$ cat src/rtl/pipe_stage_reg.sv
// Pipeline stage register for a hazard-aware in-order core.
// Carries PC, instruction word, destination register, Tnew and
// N_DATA 32-bit data lanes between stages. Supports load, stall (hold)
// and flush (bubble insertion), plus a saturating occupancy age counter.
// Every output comes straight from a register.

module pipe_stage_reg #(
    parameter int          N_DATA         = 2,
    parameter int          TNEW_W         = 2,
    parameter bit          DEC_TNEW       = 1'b1,
    parameter logic [31:0] INIT_PC        = 32'h0000_3000,
    parameter bit          KEEP_PC_ON_CLR = 1'b0
) (
    input  logic                   clk,
    input  logic                   reset,
    input  logic                   en,
    input  logic                   clr,
    input  logic                   in_valid,
    input  logic [31:0]            in_pc,
    input  logic [31:0]            in_instr,
    input  logic [4:0]             in_a3,
    input  logic [TNEW_W-1:0]      in_tnew,
    input  logic [32*N_DATA-1:0]   in_data,
    output logic                   out_valid,
    output logic [31:0]            out_pc,
    output logic [31:0]            out_instr,
    output logic [4:0]             out_a3,
    output logic [TNEW_W-1:0]      out_tnew,
    output logic [32*N_DATA-1:0]   out_data,
    output logic [7:0]             out_age
);

    localparam int                DW        = 32 * N_DATA;
    localparam logic [TNEW_W-1:0] TNEW_ZERO = {TNEW_W{1'b0}};
    localparam logic [7:0]        AGE_MAX   = 8'hFF;

    // State registers start at their reset values so the outputs are
    // defined from time zero, before the first reset edge.
    logic                valid_r = 1'b0;
    logic [31:0]         pc_r    = INIT_PC;
    logic [31:0]         instr_r = 32'h0000_0000;
    logic [4:0]          a3_r    = 5'd0;
    logic [TNEW_W-1:0]   tnew_r  = {TNEW_W{1'b0}};
    logic [DW-1:0]       data_r  = {DW{1'b0}};
    logic [7:0]          age_r   = 8'd0;

    logic                valid_s;
    logic [31:0]         pc_s;
    logic [31:0]         instr_s;
    logic [4:0]          a3_s;
    logic [TNEW_W-1:0]   tnew_s;
    logic [DW-1:0]       data_s;
    logic [7:0]          age_s;

    // Tnew seen by the next stage on a load. A bubble or a $0 destination
    // can never be a hazard source, so those carry Tnew=0. Otherwise the
    // value ages by one cycle (saturating at 0) when decrement is enabled.
    function automatic logic [TNEW_W-1:0] load_tnew(
        input logic              valid,
        input logic [4:0]        a3,
        input logic [TNEW_W-1:0] tnew
    );
        logic [TNEW_W-1:0] res;
        if (!valid || (a3 == 5'd0)) begin
            res = TNEW_ZERO;
        end else if ((DEC_TNEW == 1'b1) && (tnew != TNEW_ZERO)) begin
            res = tnew - TNEW_W'(1'b1);
        end else begin
            res = tnew;
        end
        return res;
    endfunction

    // Saturating age increment used while the stage is stalled.
    function automatic logic [7:0] age_inc(input logic [7:0] age);
        logic [7:0] res;
        if (age != AGE_MAX) begin
            res = age + 8'd1;
        end else begin
            res = age;
        end
        return res;
    endfunction

    // Next-state selection: flush beats stall, stall beats load.
    always_comb begin
        valid_s = valid_r;
        pc_s    = pc_r;
        instr_s = instr_r;
        a3_s    = a3_r;
        tnew_s  = tnew_r;
        data_s  = data_r;
        age_s   = age_r;
        if (clr) begin
            valid_s = 1'b0;
            pc_s    = (KEEP_PC_ON_CLR == 1'b1) ? in_pc : INIT_PC;
            instr_s = 32'h0000_0000;
            a3_s    = 5'd0;
            tnew_s  = TNEW_ZERO;
            data_s  = {DW{1'b0}};
            age_s   = 8'd0;
        end else if (!en) begin
            age_s   = age_inc(age_r);
        end else begin
            valid_s = in_valid;
            pc_s    = in_pc;
            instr_s = in_instr;
            a3_s    = in_valid ? in_a3 : 5'd0;
            tnew_s  = load_tnew(in_valid, in_a3, in_tnew);
            data_s  = in_data;
            age_s   = 8'd0;
        end
    end

    // State register with synchronous reset taking priority over everything.
    always_ff @(posedge clk) begin
        if (reset) begin
            valid_r <= 1'b0;
            pc_r    <= INIT_PC;
            instr_r <= 32'h0000_0000;
            a3_r    <= 5'd0;
            tnew_r  <= TNEW_ZERO;
            data_r  <= {DW{1'b0}};
            age_r   <= 8'd0;
        end else begin
            valid_r <= valid_s;
            pc_r    <= pc_s;
            instr_r <= instr_s;
            a3_r    <= a3_s;
            tnew_r  <= tnew_s;
            data_r  <= data_s;
            age_r   <= age_s;
        end
    end

    assign out_valid = valid_r;
    assign out_pc    = pc_r;
    assign out_instr = instr_r;
    assign out_a3    = a3_r;
    assign out_tnew  = tnew_r;
    assign out_data  = data_r;
    assign out_age   = age_r;

endmodule

$ cat config.mk
export PLATFORM = sky130hd
export DESIGN_NAME = pipe_stage_reg
export DESIGN_NICKNAME = d
export VERILOG_FILES = /design/src/rtl/pipe_stage_reg.sv
export SDC_FILE = /design/constraint.sdc
export NUM_CORES = 1
export LEC_CHECK = 0
export CORE_MARGIN = 2
export CORE_UTILIZATION = 23
export CTS_CLUSTER_DIAMETER = 200
export CTS_CLUSTER_SIZE = 30
export DETAILED_ROUTE_END_ITERATION = 12
export RECOVER_POWER = 25
export SYNTH_ARGS = -nofsm -noshare
export SYNTH_HDL_FRONTEND = slang
export SYNTH_SLANG_ARGS = --single-unit
$ cat constraint.sdc
create_clock -name clk -period 1.1 [get_ports clk]
set_input_delay 0.22 -clock clk [delete_from_list [all_inputs] [get_ports clk]]
set_output_delay 0.22 -clock clk [all_outputs]
set_load 0.05 [all_outputs]
; ---- Word-level counts from Yosys, hierarchy flattened
; Cells that the tools add are included.
[totals]
regBits = 144
in_bits = 140
out_inout_bits = 144
[op_classes]
n_addsub = 2
n_eq_ne = 1
mux = 3
n_reduce_logical = 6
[ops]
columns = operator, n
row1 = 8-bit by 1-bit adder with 8-bit output (second input constant), 1
row2 = 8-bit inequality test (second input constant), 1
row3 = 5-bit zero test, 1
row4 = 5-bit 2-to-1 mux, 1
row5 = 2-bit 2-to-1 mux, 2
row6 = 3-bit OR reduction, 1
row7 = 2-bit nonzero test, 1
row8 = 2-bit OR reduction, 1
row9 = 2-bit by 1-bit subtractor with 2-bit output (second input constant), 1
row10 = 1-bit zero test, 1
row11 = 1-bit logical OR, 1

; ---- Longest topological paths before layout
; Gate-level depths: netlist of run 1.
[logic_depth]
word_depth = 3
ltp_mapped = 5
mapped_depth_nobuf = 4

; ---- Least setup slack after synthesis of run 1
; OpenSTA, ideal clock, no wires.
[synth_path]
path_type = reg2reg
startpoint = reg age_r[0] (netlist: out_age[0])
endpoint = reg age_r[5] (netlist: out_age[5])
setup_ps = 91
t_arrival_ps = 1522
t_required_ps = 1009
setup_slack_ps = -513
stages_incl_launch_ff = 5
synth_period_minus_slack_ps = 1613
cell_sequence = dfxtp_1 > ha_1 > and4_1 > nand2_1 > a311oi_1
[synth_via]
elab_chain_cells = 1
[synth_rtl]
columns = item, line
row1 = from (decl), 45  ; logic [7:0] age_r = 8'd0;
row2 = from (signal assigned), 132  ; age_r <= age_s;
row3 = 8-bit by 1-bit adder with 8-bit output / 8-bit inequality test (equally long branches), "78, 77"
; Several ways; a longest one is shown, not always the timed one.
; A chain may end at the register's enable or synchronous reset.

; ---- Worst setup path in the final report of run 1
[layout_path]
startpoint = reg age_r[1] (netlist: out_age[1])
endpoint = out out_age[1]
[layout_rtl]
columns = item, line
row1 = to (decl), 30  ; output logic [7:0] out_age
; No word-level cell between the ends.

==> results of run 1 <==
metrics by stage:
| step | instances | hold slack (ns) | power, W | setup TNS (ns) |
|---|---|---|---|---|
| after floorplan | 352 | 0.316 | 0.00638 | -0.218 |
| after global placement | 904 | 0.478 | 0.00777 | -70.98 |
| after detailed placement | 904 | 0.485 | 0.00780 | -76.07 |
| after CTS | 960 | 0.186 | 0.0134 | -8.67 |
| after global routing | 969 | 0.158 | 0.0137 | -20.01 |
| final | 969 | 0.150 | 0.0132 | -9.05 |
per-layer routing:
| metal | vias up | wire (µm) |
|---|---|---|
| met1 | 2106 | 6110 |
| met4 | 0 | 316 |
| met5 | - | 0 |
| met2 | 208 | 8620 |
| met3 | 23 | 1590 |
| li1 | 2055 | - |
cells in the mapped netlist:
| library cell | n |
|---|---|
| a21boi_0 | 1 |
| a21oi_1 | 3 |
| a22o_1 | 127 |
| a311oi_1 | 1 |
| a31oi_1 | 4 |
| a32o_1 | 5 |
| and3_1 | 5 |
| and4_1 | 2 |
| buf_2 | 23 |
| buf_4 | 1 |
| clkbuf_1 | 6 |
| dfxtp_1 | 144 |
| ha_1 | 1 |
| inv_1 | 1 |
| nand2_1 | 5 |
| nand3_1 | 2 |
| nand4_1 | 1 |
| nand4b_1 | 1 |
| nor2_1 | 1 |
| nor3_1 | 5 |
| nor3b_1 | 1 |
| nor3b_4 | 1 |
| o2111ai_1 | 1 |
| o21ai_0 | 4 |
| o21ai_1 | 2 |
| o22a_1 | 2 |
| or3_1 | 1 |
| or4_1 | 1 |
cell families (layout without fill, tap and decap cells):
logic type	Yosys count	count (layout)	share of synthesized area, %
other	0	2	0
DFF	144	144	64.3
buffers and inverters	31	381	3.32
adders and majority gates	1	1	0.279
AOI/OAI and AO/OA	150	150	28.5
and+or+nand+nor	26	26	3.60
state kept, by name, summed over array words and instances (netlist names):
register,cells
out_data,64
out_instr,32
out_age,8
out_a3,5
out_tnew,2
out_pc,32
out_valid,1
layout by cell type (no fill, tap or decap), types with 2 or more instances in the layout:
cell type / n
a22o_1: 127
clkbuf_16: 17
and3_1: 4
diode_2: 2
inv_6: 4
nand3_1: 2
nand2_1: 4
o21ai_1: 4
a32o_1: 5
clkinv_4: 4
dfxtp_2: 128
clkdlybuf4s50_1: 132
buf_4: 50
o21ai_2: 2
clkinvlp_4: 2
buf_12: 149
buf_16: 2
dlygate4sd2_1: 4
buf_6: 6
nor3_1: 4
a21oi_1: 3
inv_8: 3
clkbuf_2: 3
dfxtp_4: 16
o22a_1: 2
a31oi_1: 3
power breakdown:
part	leakage [nW]	internal [W]	total, W	switching [W]
Combinational	2.69	0.00125	0.00219	0.000943
Clock	0.274	0.00303	0.00548	0.00246
Sequential	1.24	0.00538	0.00556	0.000176
Total	4.20	0.00966	0.0132	0.00358
area by class of cell:
type | instances | area share [%]
antenna | 2 | 0.0480
clock buffer | 18 | 4.21
clock inverter | 14 | 1.19
inverter | 1 | 0.0360
multi-input combinational | 177 | 14.7
sequential | 144 | 29.8
tap | 265 | 3.18
timing repair buffer | 348 | 46.9
worst min-delay path, delay by kind of cell:
| kind | cells | cell delay (ns) |
|---|---|---|
| AO/OA/AOI/OAI | 1 | 0.13 |
| buffers and inverters | 1 | 0.11 |
| AND/OR/NAND/NOR | 1 | 0.09 |
worst paths after layout:
kind	start	endpoint	cells after the start
worst max-delay path	out_age[1]	out_age[1]	3
worst min-delay path	en	out_pc[13]	3
worst max register to register	out_age[0]	out_age[3]	7
worst min register to register	out_tnew[1]	out_tnew[1]	2
repair_timing:
| action | CTS | global route |
|---|---|---|
| setup buffers | 22 | 7 |
| setup endpoints to repair | 285 | 180 |
| gates resized for setup | 164 | 17 |
| gates cloned | 2 | 0 |
| hold endpoints to repair | 0 | 0 |
| pin swaps | 13 | 3 |
==> results.tsv, run 1 <==
metric	value	unit
CP Capture Type	primary output	
Final Cycle Share	122	%
required time worst endpoint	0.88	ns
Setup crit start kind	flip-flop	
via density per instance	4.53	
nets@finish	830	
GR Layer Usage met3	6.90	%
initial antenna violation count	2	
CP peak stage delay	0.35	ns
GP Congestion	0.846	
Initial DRC Count	139	
critical path class	flip-flop to primary output	
Yosys top cell area share	64.3	%
Synthesis Warnings	0	
Die Footprint	20600	µm²
Worst path most repeated cell	buf_6	
synthesized area per cell	12.7	µm²
post-synthesis sequential area ratio	64.3	%
fin util	54.1	%
storage element area	3100	µm²
Mapped Cells	352	
GR Util met2	28.1	%
Clock Sinks	144	
htree depth	4	
failing checks	negative setup slack	
detailed-route via count	4392	
hold buffers post-CTS	0	
Max VDD drop	1000	µV
Leak Pwr	4.20	nW
Core ar.	19300	µm²
fill count	1575	
Num CTS Buffers	17	
row count	51	
DRT antenna net count	0	
vias in the first global route	4587	
worst setup margin	-0.244	ns
Pre-antenna DRT Iters	4	
final setup fails	260	
gr busiest metal	met2	
Post-Syn Nets	493	
TritonCTS clock tree	yes	
Fin. Hold Viols	0	
slowest stage cell, crit path	dfxtp_4	
CP delay by family, top	buffers and inverters	
leading post-synthesis cells by cell area	dfxtp_1 64%, a22o_1 25%, buf_2 2.6%	
worst slack, placed	-0.587	ns
Root Buffer	clkbuf_16	
most area-hungry cell type in the Yosys netlist	dfxtp_1	
Worst Path Arrival	1.12	ns
met1 Usage GRT	16.4	%
RSZ-0062 raised after global routing	yes	
first-pass GRT wire length	24900	µm
final instance area	10400	µm²
register clock-pin slew on the reported worst setup and hold paths	0.07	ns
multi-input logic area	1530	µm²
Skew-Pair Late Insertion Delay	0.42	ns
CP bufs+invs	3	
Post-Syn Area	4480	µm²
Yosys cell types	28	
Max-Cap Viols	0	
largest net degree at the start of global routing	38	
overflow left after global routing	0	
Cell Area, Placed	9330	µm²
PortBufs	283	
Final Critical Period	1.34	ns
Die X	144	µm
Slew Limit Headroom	64.8	%
gr usage total	15.8	%
outcome	complete, but fails checks	
PD cells	1270	nW/µm²
Tightest Pin Transition	0.528	ns
Cell Chain, Critical Path	buf_6, buf_6, buf_12	
share of post-route cells with drive strength above 1	56.8	%
#FFs+latches synth	144	
Clock Path Buffers	2	
Initial Utilization	23.3	%
worst min path class	primary input to flip-flop	
reg2reg setup slack	-0.17	ns
HPWL after detailed placement	12300	µm
clk_skew	0.00961	ns
IO Count	284	
Crit Path Max Fanout	3	
die height	144	µm
Synth-to-Final Area Change	133	%
drt drc	0	
fmax	744	MHz
final wirelength	16600	µm
WL per Instance	17.2	µm
Pins Over Slew Limit	0	
No activity file was read; power rests on OpenSTA's default activity.
==> inputs of run 2 (changes only) <==
--- a/config.mk
+++ b/config.mk
@@ -11,6 +11,7 @@
 export CTS_CLUSTER_SIZE = 30
 export DETAILED_ROUTE_END_ITERATION = 12
 export RECOVER_POWER = 25
+export REMOVE_ABC_BUFFERS = 1
 export SYNTH_ARGS = -nofsm -noshare
 export SYNTH_HDL_FRONTEND = slang
 export SYNTH_SLANG_ARGS = --single-unit
==> run 2 against run 1 <==
  * The flow still finishes with violations (negative setup slack)
  * Total power up 6.6%
  * Routed wire length down 2.1%
  * Clock skew down 0.0060 ns
  * Global-route usage down 0.49 points
  * Die area unchanged
  * Setup slack better by 0.11 ns
  * Sequential cell count unchanged
  * Clock power up 16%
  * First-iteration DRC count up 22%
  * Critical path depth down 1
  * Critical path type unchanged
  * Critical endpoint is now out_age[3]
==> results.tsv, run 2 (synthesis results as in run 1) <==
metric	value	unit	change
die height	144	µm	unchanged
DRT antenna net count	0		unchanged
Cell Area, Placed	9330	µm²	about the same
worst min path class	primary input to flip-flop		
PD cells	1350	nW/µm²	+6.4%
Hold WS	0.222	ns	+0.0718 ns
Skew-Pair Late Insertion Delay	0.41	ns	about the same
Initial Utilization	23.3	%	unchanged
nets@finish	830		unchanged
initial antenna violation count	0		-2
r2r endpoint	out_age[0]		
metal3 WL	1400	µm	-12%
Fin. Hold Viols	0		unchanged
fmax	807	MHz	+8.5%
final instance area	10500	µm²	+0.24%
GP Congestion	0.827		-2.2%
Leak Pwr	4.23	nW	+0.57%
Tightest Pin Transition	0.351	ns	-0.177 ns
via density per instance	4.52		-0.37%
met2 WL	8430	µm	-2.2%
Die X	144	µm	unchanged
Num CTS Buffers	17		unchanged
first-pass GRT wire length	24400	µm	-1.8%
Clock Path Buffers	2		unchanged
reg-to-reg startpoint	out_age[0]		
htree depth	4		unchanged
Max VDD drop	918	µV	-8.5%
gr usage total	15.3	%	-0.49 points
Setup crit start kind	flip-flop		
Pins Over Slew Limit	0		unchanged
hold buffers post-CTS	0		unchanged
required time worst endpoint	0.88	ns	about the same
failing checks	negative setup slack		
worst setup margin	-0.139	ns	+0.105 ns
fin util	54.2	%	+0.13 points
Die Footprint	20600	µm²	unchanged
most frequent cells in the layout	150 x buf_12, 133 x clkdlybuf4s50_1, 131 x dfxtp_2, 127 x a22o_1, 42 x buf_4		
CP Capture Type	primary output		
IO Count	284		unchanged
PortBufs	283		unchanged
HPWL after detailed placement	12000	µm	-2.4%
Setup crit end	out_age[3]		
overflow left after global routing	0		unchanged
RSZ-0062 raised after global routing	yes		
DR top layer	met4		
Initial DRC Count	170		+22%
row count	51		unchanged
Clock Sinks	144		unchanged
Metal-1 WL	6240	µm	+2.3%
diodes inserted	0		-2
Setup TNS	-3.95	ns	+5.11 ns
reg2reg path depth	5		-2
max reg flops	64		unchanged
crit path from	out_age[3]		
drt drc	0		unchanged
register clock-pin slew on the reported worst setup and hold paths	0.06	ns	about the same
outcome	complete, but fails checks		
vias in the first global route	4565		-0.48%
share of post-route cells with drive strength above 1	56.2	%	-0.63 points
Synth-to-Final Area Change	133	%	
Max-Cap Viols	0		unchanged
Worst Path Arrival	1.02	ns	-0.10 ns
final wirelength	16300	µm	-2.1%
Crit Path Max Fanout	6		+3
final setup fails	173		-33%
Core ar.	19300	µm²	unchanged
TritonCTS clock tree	yes		
commonest non-fill, non-tap cell in the layout	buf_12		
reg2reg setup slack	-0.09	ns	+0.08 ns
detailed-route via count	4362		-0.68%
critical path class	flip-flop to primary output		
Pre-antenna DRT Iters	4		unchanged
Root Buffer	clkbuf_16		
largest net degree at the start of global routing	29		-24%
Slew Limit Headroom	76.5	%	+12 points
Hold Path Cell Cnt	2		-1
Final Cycle Share	113	%	-9.5 points
clk_skew	0.00360	ns	-0.00601 ns
WL per Instance	16.9	µm	-1.8%
Final Critical Period	1.24	ns	-0.105 ns
==> run 2: cell types whose count changed in the layout (fill, tap and decap cells not counted), moves of 2 or more <==
cell / previous run / this run
buf_4: 50 / 42
buf_6: 6 / 11
bufinv_16: 0 / 5
clkinv_4: 4 / 0
dfxtp_2: 128 / 131
dfxtp_4: 16 / 13
inv_8: 3 / 0
buf_16: 2 / 0
buf_2: 0 / 2
diode_2: 2 / 0
dlygate4sd2_1: 4 / 6
==> run 2: report_power, final <==
part           internal, W  total [W]  switching, W  leakage (nW)
registers          0.00539    0.00556      0.000176          1.24
clock network      0.00410    0.00638       0.00228         0.311
logic              0.00123    0.00216      0.000934          2.68
==> run 2: timing repair <==
action,in CTS,in global routing
pin swaps,10,4
setup buffers,17,7
resized for setup,179,11
setup endpoints to repair,288,154
cloned,1,0
==> run 2: layout make-up <==
type / count / area, µm²
multi-input combinational: 177 / 1520
tap: 265 / 332
inverter: 1 / 3.75
sequential: 144 / 3100
clock inverter: 12 / 205
fill: 1575 / 8820
clock buffer: 19 / 443
timing repair buffer: 348 / 4860
==> run 2: metal layers <==
metal  global-route usage [%]  up-vias
met5                        0        -
met3                     6.50       15
met1                     16.5     2112
met2                     27.5      193
li1                         -     2042
met4                     4.13        0
==> run 2: how the worst min path moves through the flow <==
stage | start | endpoint | slack [ns]
after floorplan | in_tnew[0] | out_tnew[0] | 0.32
after global placement | out_tnew[0] | out_tnew[0] | 0.49
after detailed placement | out_tnew[0] | out_tnew[0] | 0.48
after CTS | in_a3[3] | out_a3[3] | 0.21
after global routing | in_a3[3] | out_a3[3] | 0.20
final | in_a3[3] | out_a3[3] | 0.22
==> run 2: metrics by stage <==
stage,instances,worst slack (ns),total power (W)
floorplan,322,-7.18,0.00637
global placement,911,-0.568,0.00777
detailed placement,911,-0.527,0.00780
CTS,959,-0.170,0.0143
global route,966,-0.179,0.0146
finish,966,-0.139,0.0141
==> run 2: critical path, stage by stage, from the launching register on <==
cell,delay (ns)
dfxtp_4,0.36
buf_6,0.12
buf_12,0.13
